$ cat config.mk
export PLATFORM = sky130hd
export DESIGN_NAME = register_alias_table
export DESIGN_NICKNAME = d
export VERILOG_FILES = /design/src/rtl/register_alias_table.sv
export SDC_FILE = /design/constraint.sdc
export NUM_CORES = 1
export LEC_CHECK = 0
export CAP_MARGIN = 20
export CELL_PAD_IN_SITES_DETAIL_PLACEMENT = 1
export CELL_PAD_IN_SITES_GLOBAL_PLACEMENT = 1
export CORE_ASPECT_RATIO = 0.8
export CORE_MARGIN = 5
export CORE_UTILIZATION = 36
export CTS_CLUSTER_DIAMETER = 40
export CTS_CLUSTER_SIZE = 20
export DETAILED_ROUTE_END_ITERATION = 16
export PLACE_DENSITY = 0.81
export SLEW_MARGIN = 5
export SYNTH_ARGS = -nofsm -noshare
export SYNTH_HDL_FRONTEND = slang
export SYNTH_SLANG_ARGS = --single-unit
$ cat constraint.sdc
create_clock -name i_clk -period 3.2 [get_ports i_clk]
set_input_delay 0.64 -clock i_clk [delete_from_list [all_inputs] [get_ports i_clk]]
set_output_delay 0.64 -clock i_clk [all_outputs]
set_load 0.1 [all_outputs]
$ cat src/rtl/register_alias_table.sv
// register_alias_table
//   Register alias table for a 4-register / 4-entry-ROB out-of-order core.
//   Each architectural register tracks whether its committed value is
//   current or whether a ROB entry (tag) is still going to produce it.
//   A reservation-station lookup returns either the pending producer tag
//   or the committed 16-bit value, registered one cycle after the request.
//
// Ports
//   i_clk           clock, all state changes on the rising edge
//   i_rstn          asynchronous active-low reset
//   i_rob_valid     rename strobe (one rename per cycle)
//   i_rob_addr      ROB tag being allocated
//   i_rob_dst_addr  architectural destination of that ROB entry
//   i_rs_req        operand lookup strobe
//   i_rs_addr       architectural register being looked up
//   o_rs_tag_valid  register is renamed, o_rs_tag is meaningful
//   o_rs_tag        ROB tag of the pending producer
//   o_rs_val_valid  register not renamed, o_rs_val is meaningful
//   o_rs_val        committed register value

module register_alias_table (
    input  logic        i_clk,
    input  logic        i_rstn,
    input  logic        i_rob_valid,
    input  logic [1:0]  i_rob_addr,
    input  logic [1:0]  i_rob_dst_addr,
    input  logic        i_rs_req,
    input  logic [1:0]  i_rs_addr,
    output logic        o_rs_tag_valid,
    output logic [1:0]  o_rs_tag,
    output logic        o_rs_val_valid,
    output logic [15:0] o_rs_val
);

    logic [3:0]  valid_q, valid_d;
    logic [15:0] val_q [4];
    logic [15:0] val_d [4];
    logic [1:0]  tag_q [4];
    logic [1:0]  tag_d [4];

    logic        tag_valid_q, tag_valid_d;
    logic [1:0]  rs_tag_q, rs_tag_d;
    logic        val_valid_q, val_valid_d;
    logic [15:0] rs_val_q, rs_val_d;

    always_comb begin
        valid_d = valid_q;
        for (int unsigned i = 0; i < 4; i++) begin
            val_d[i] = val_q[i];
            tag_d[i] = tag_q[i];
        end
        tag_valid_d = 1'b0;
        rs_tag_d    = '0;
        val_valid_d = 1'b0;
        rs_val_d    = '0;

        // Last writer wins: a later rename simply overwrites the tag.
        if (i_rob_valid) begin
            valid_d[i_rob_dst_addr] = 1'b0;
            tag_d[i_rob_dst_addr]   = i_rob_addr;
        end

        // Lookup reads the pre-rename state (no bypass from this edge's rename).
        if (i_rs_req) begin
            if (valid_q[i_rs_addr]) begin
                val_valid_d = 1'b1;
                rs_val_d    = val_q[i_rs_addr];
            end else begin
                tag_valid_d = 1'b1;
                rs_tag_d    = tag_q[i_rs_addr];
            end
        end
    end

    always_ff @(posedge i_clk or negedge i_rstn) begin
        if (!i_rstn) begin
            valid_q <= '1;
            for (int unsigned i = 0; i < 4; i++) begin
                val_q[i] <= 16'(i);
                tag_q[i] <= '0;
            end
            tag_valid_q <= 1'b0;
            rs_tag_q    <= '0;
            val_valid_q <= 1'b0;
            rs_val_q    <= '0;
        end else begin
            valid_q <= valid_d;
            for (int unsigned i = 0; i < 4; i++) begin
                val_q[i] <= val_d[i];
                tag_q[i] <= tag_d[i];
            end
            tag_valid_q <= tag_valid_d;
            rs_tag_q    <= rs_tag_d;
            val_valid_q <= val_valid_d;
            rs_val_q    <= rs_val_d;
        end
    end

    assign o_rs_tag_valid = tag_valid_q;
    assign o_rs_tag       = rs_tag_q;
    assign o_rs_val_valid = val_valid_q;
    assign o_rs_val       = rs_val_q;

endmodule

==> metrics <==
final count of negative-setup-slack endpoints 0; final antenna-violating net count 0; via count 511; largest net degree at the start of global routing 19; xor/xnor cell area share of the yosys netlist 0; number of detailed-routing iterations run before antenna repair 4; first-pass GRT wire length 2.60 mm; synth unique cells 18; setup repair after global routing missed its margin false; Max transition margin 0.467; Clock H-tree levels 1; Slew Limit Fails 0; Remaining DRCs 0; Area growth, synth to finish 15.7%; kind of critical path in2reg; Clock Latency Late Sink 300 ps; routed vias/inst 4.82; CP Data Arrival Time 2090 ps; cell taking the most area after synthesis sky130_fd_sc_hd__dfrtp_1; Die Outline Area 3470 um2; number of buffers added for setup after CTS 0; count of mapped cells out of synthesis 64; Row Count 15; worst-case vdd ir drop 0.000207 V; area fraction in and, or, nand and nor cells after synthesis 0.109; kind of path behind the tightest hold check reg2reg; max-capacitance violation count 0; Placeable Area 2210 um2; buffer type at the clock tree root sky130_fd_sc_hd__clkbuf_4; Initial Utilization 0.388; share of the synthesized area in the top cell type 0.408; WL per Instance 15.3 um; number of global-route vias before repair 523; share of the synthesized area in compound gates (AO/OA/AOI/OAI) 0; Final HPWL DP 1.33 mm; post-CTS resize count 0; clock-pin slew on the worst setup and hold paths 100 ps; required arrival time at the worst endpoint 3410 ps; port bufs 15; clock tree from TritonCTS yes; share of the clock period used by the worst path 0.586; Worst setup EP type register; number of antenna violations at the first check in global routing 0; die boundary width 64.6 um; number of buffers inserted by hold repair at cts 0; routed wire length 1.62 mm; fillcell total 234; die boundary height 53.7 um; hold violation total from the final report 0; n_diodes 0; power per standard cell area 577 nW/um2; sequential area share after synthesis 0.531; per-instance average area after synthesis 13.4 um2; leakage power 0.459 nW; launching element type of the critical path primary input; global router's overall resource usage 0.102; Final Critical Period 1880 ps; Synth Area in Adders 0; worst clock skew 6.43 ps; result of the run complete, no violations; Total Power Consumption 0.574 mW; flip-flop and latch count after synthesis 18; f_max 533 MHz; global placement routability congestion 0.721; measured slew at the worst slew-check pin 798 ps; share of final-layout standard cells stronger than drive strength 1 0.296; synth warn 0; cell area after synthesis 858 um2; main area contributors after synthesis sky130_fd_sc_hd__dfrtp_1 (41%), sky130_fd_sc_hd__buf_4 (12%), sky130_fd_sc_hd__dfstp_2 (12%); share of cell area taken by muxes after synthesis 0.216; total global routing overflow 0; setup TNS 0 ps; number of sinks driven by the clock tree 18; number of nets in the layout 92; total I/O pin count 30; crit-path max FO 5; total CTS buffers 3; drt first-iter violations 9; largest family of logic cells by synthesized area multiplexers; maximum buffer depth of the clock tree 2
per-layer routing:
| metal | vias to the layer above | wire [um] | track usage |
|---|---|---|---|
| met5 | - | 0 | 0 |
| li1 | 228 | - | - |
| met1 | 252 | 657 | 0.117 |
| met2 | 29 | 787 | 0.176 |
| met4 | 0 | 12 | 0.0175 |
| met3 | 2 | 162 | 0.0501 |
state kept, by name, summed over array words and instances, names as in the netlist:
signal and flops:
tag_q 8, valid_q 4, o_rs_tag 2, o_rs_val 2, o_rs_tag_valid 1, o_rs_val_valid 1
logic make-up after synthesis:
family	Yosys count
flip-flops	18
AND/OR/NAND/NOR	16
buffers and inverters	16
multiplexers	13
other	1
stage by stage:
step	cells	cell area, um2	hold WS (ps)	util	worst slack, ps
2_1_floorplan	77	907	344	-	1630
3_3_place_gp	102	957	474	0.432	1040
3_5_place_dp	102	957	479	0.432	991
4_1_cts	106	993	495	0.449	1300
5_1_grt	106	993	506	0.449	1260
6_report	106	993	493	0.449	1320
area by class of cell:
| type | instances | area (um2) | share of cell area |
|---|---|---|---|
| Inverter | 1 | 3.75 | 0.00378 |
| Timing Repair Buffer | 15 | 135 | 0.136 |
| Multi-Input combinational cell | 43 | 332 | 0.334 |
| Sequential cell | 18 | 455 | 0.458 |
| Clock buffer | 4 | 36.3 | 0.0365 |
| Tap cell | 25 | 31.3 | 0.0315 |
layout by cell type, fill, tap and decap left out, types with 2 or more instances in the layout:
| cell type | synthesis | routed |
|---|---|---|
| sky130_fd_sc_hd__conb_1 | 1 | 14 |
| sky130_fd_sc_hd__dfrtp_1 | 14 | 14 |
| sky130_fd_sc_hd__clkdlybuf4s50_1 | 0 | 9 |
| sky130_fd_sc_hd__mux2_2 | 8 | 8 |
| sky130_fd_sc_hd__buf_4 | 14 | 6 |
| sky130_fd_sc_hd__dfstp_2 | 4 | 4 |
| sky130_fd_sc_hd__nor2_1 | 3 | 3 |
| sky130_fd_sc_hd__nor3b_1 | 3 | 3 |
| sky130_fd_sc_hd__and2_1 | 3 | 3 |
| sky130_fd_sc_hd__clkbuf_4 | 0 | 3 |
| sky130_fd_sc_hd__mux2i_1 | 2 | 2 |
| sky130_fd_sc_hd__nand2_1 | 2 | 2 |
| sky130_fd_sc_hd__mux4_1 | 2 | 2 |
| sky130_fd_sc_hd__nand3b_1 | 2 | 2 |
synthesized netlist by cell type, drive strengths merged:
master  number
nand2        2
buf         15
mux2         8
nor2b        1
and2         4
dfrtp       14
nand3b       2
nor2         3
nand3        1
inv          1
mux2i        2
conb         1
dfstp        4
nor3b        3
mux4         3
power by group:
| part | leakage, nW | switching (mW) | internal, mW | total [mW] |
|---|---|---|---|---|
| combinational | 0.222 | 0.127 | 0.0434 | 0.171 |
| clock | 0.0210 | 0.0703 | 0.0695 | 0.140 |
| sequential | 0.215 | 0.0123 | 0.251 | 0.263 |
path summary, 6_finish.rpt:
path	start	slack, ps	end	depth (start not counted)
min reg2reg	valid_q[0]	490	valid_q[0]	1
min	valid_q[0]	490	valid_q[0]	1
max	i_rs_addr[0]	1320	o_rs_tag[0]	3
min in group asynchronous	i_rstn	790	o_rs_tag[1]	1
max in group asynchronous	i_rstn	1910	tag_q[7]	1
max reg2reg	valid_q[3]	1970	o_rs_tag[0]	2
critical path, stage by stage:
cell and delay, ps:
sky130_fd_sc_hd__clkdlybuf4s50_1 620, sky130_fd_sc_hd__mux4_2 590, sky130_fd_sc_hd__nor3b_1 230
No activity file was read; power rests on OpenSTA's default activity.
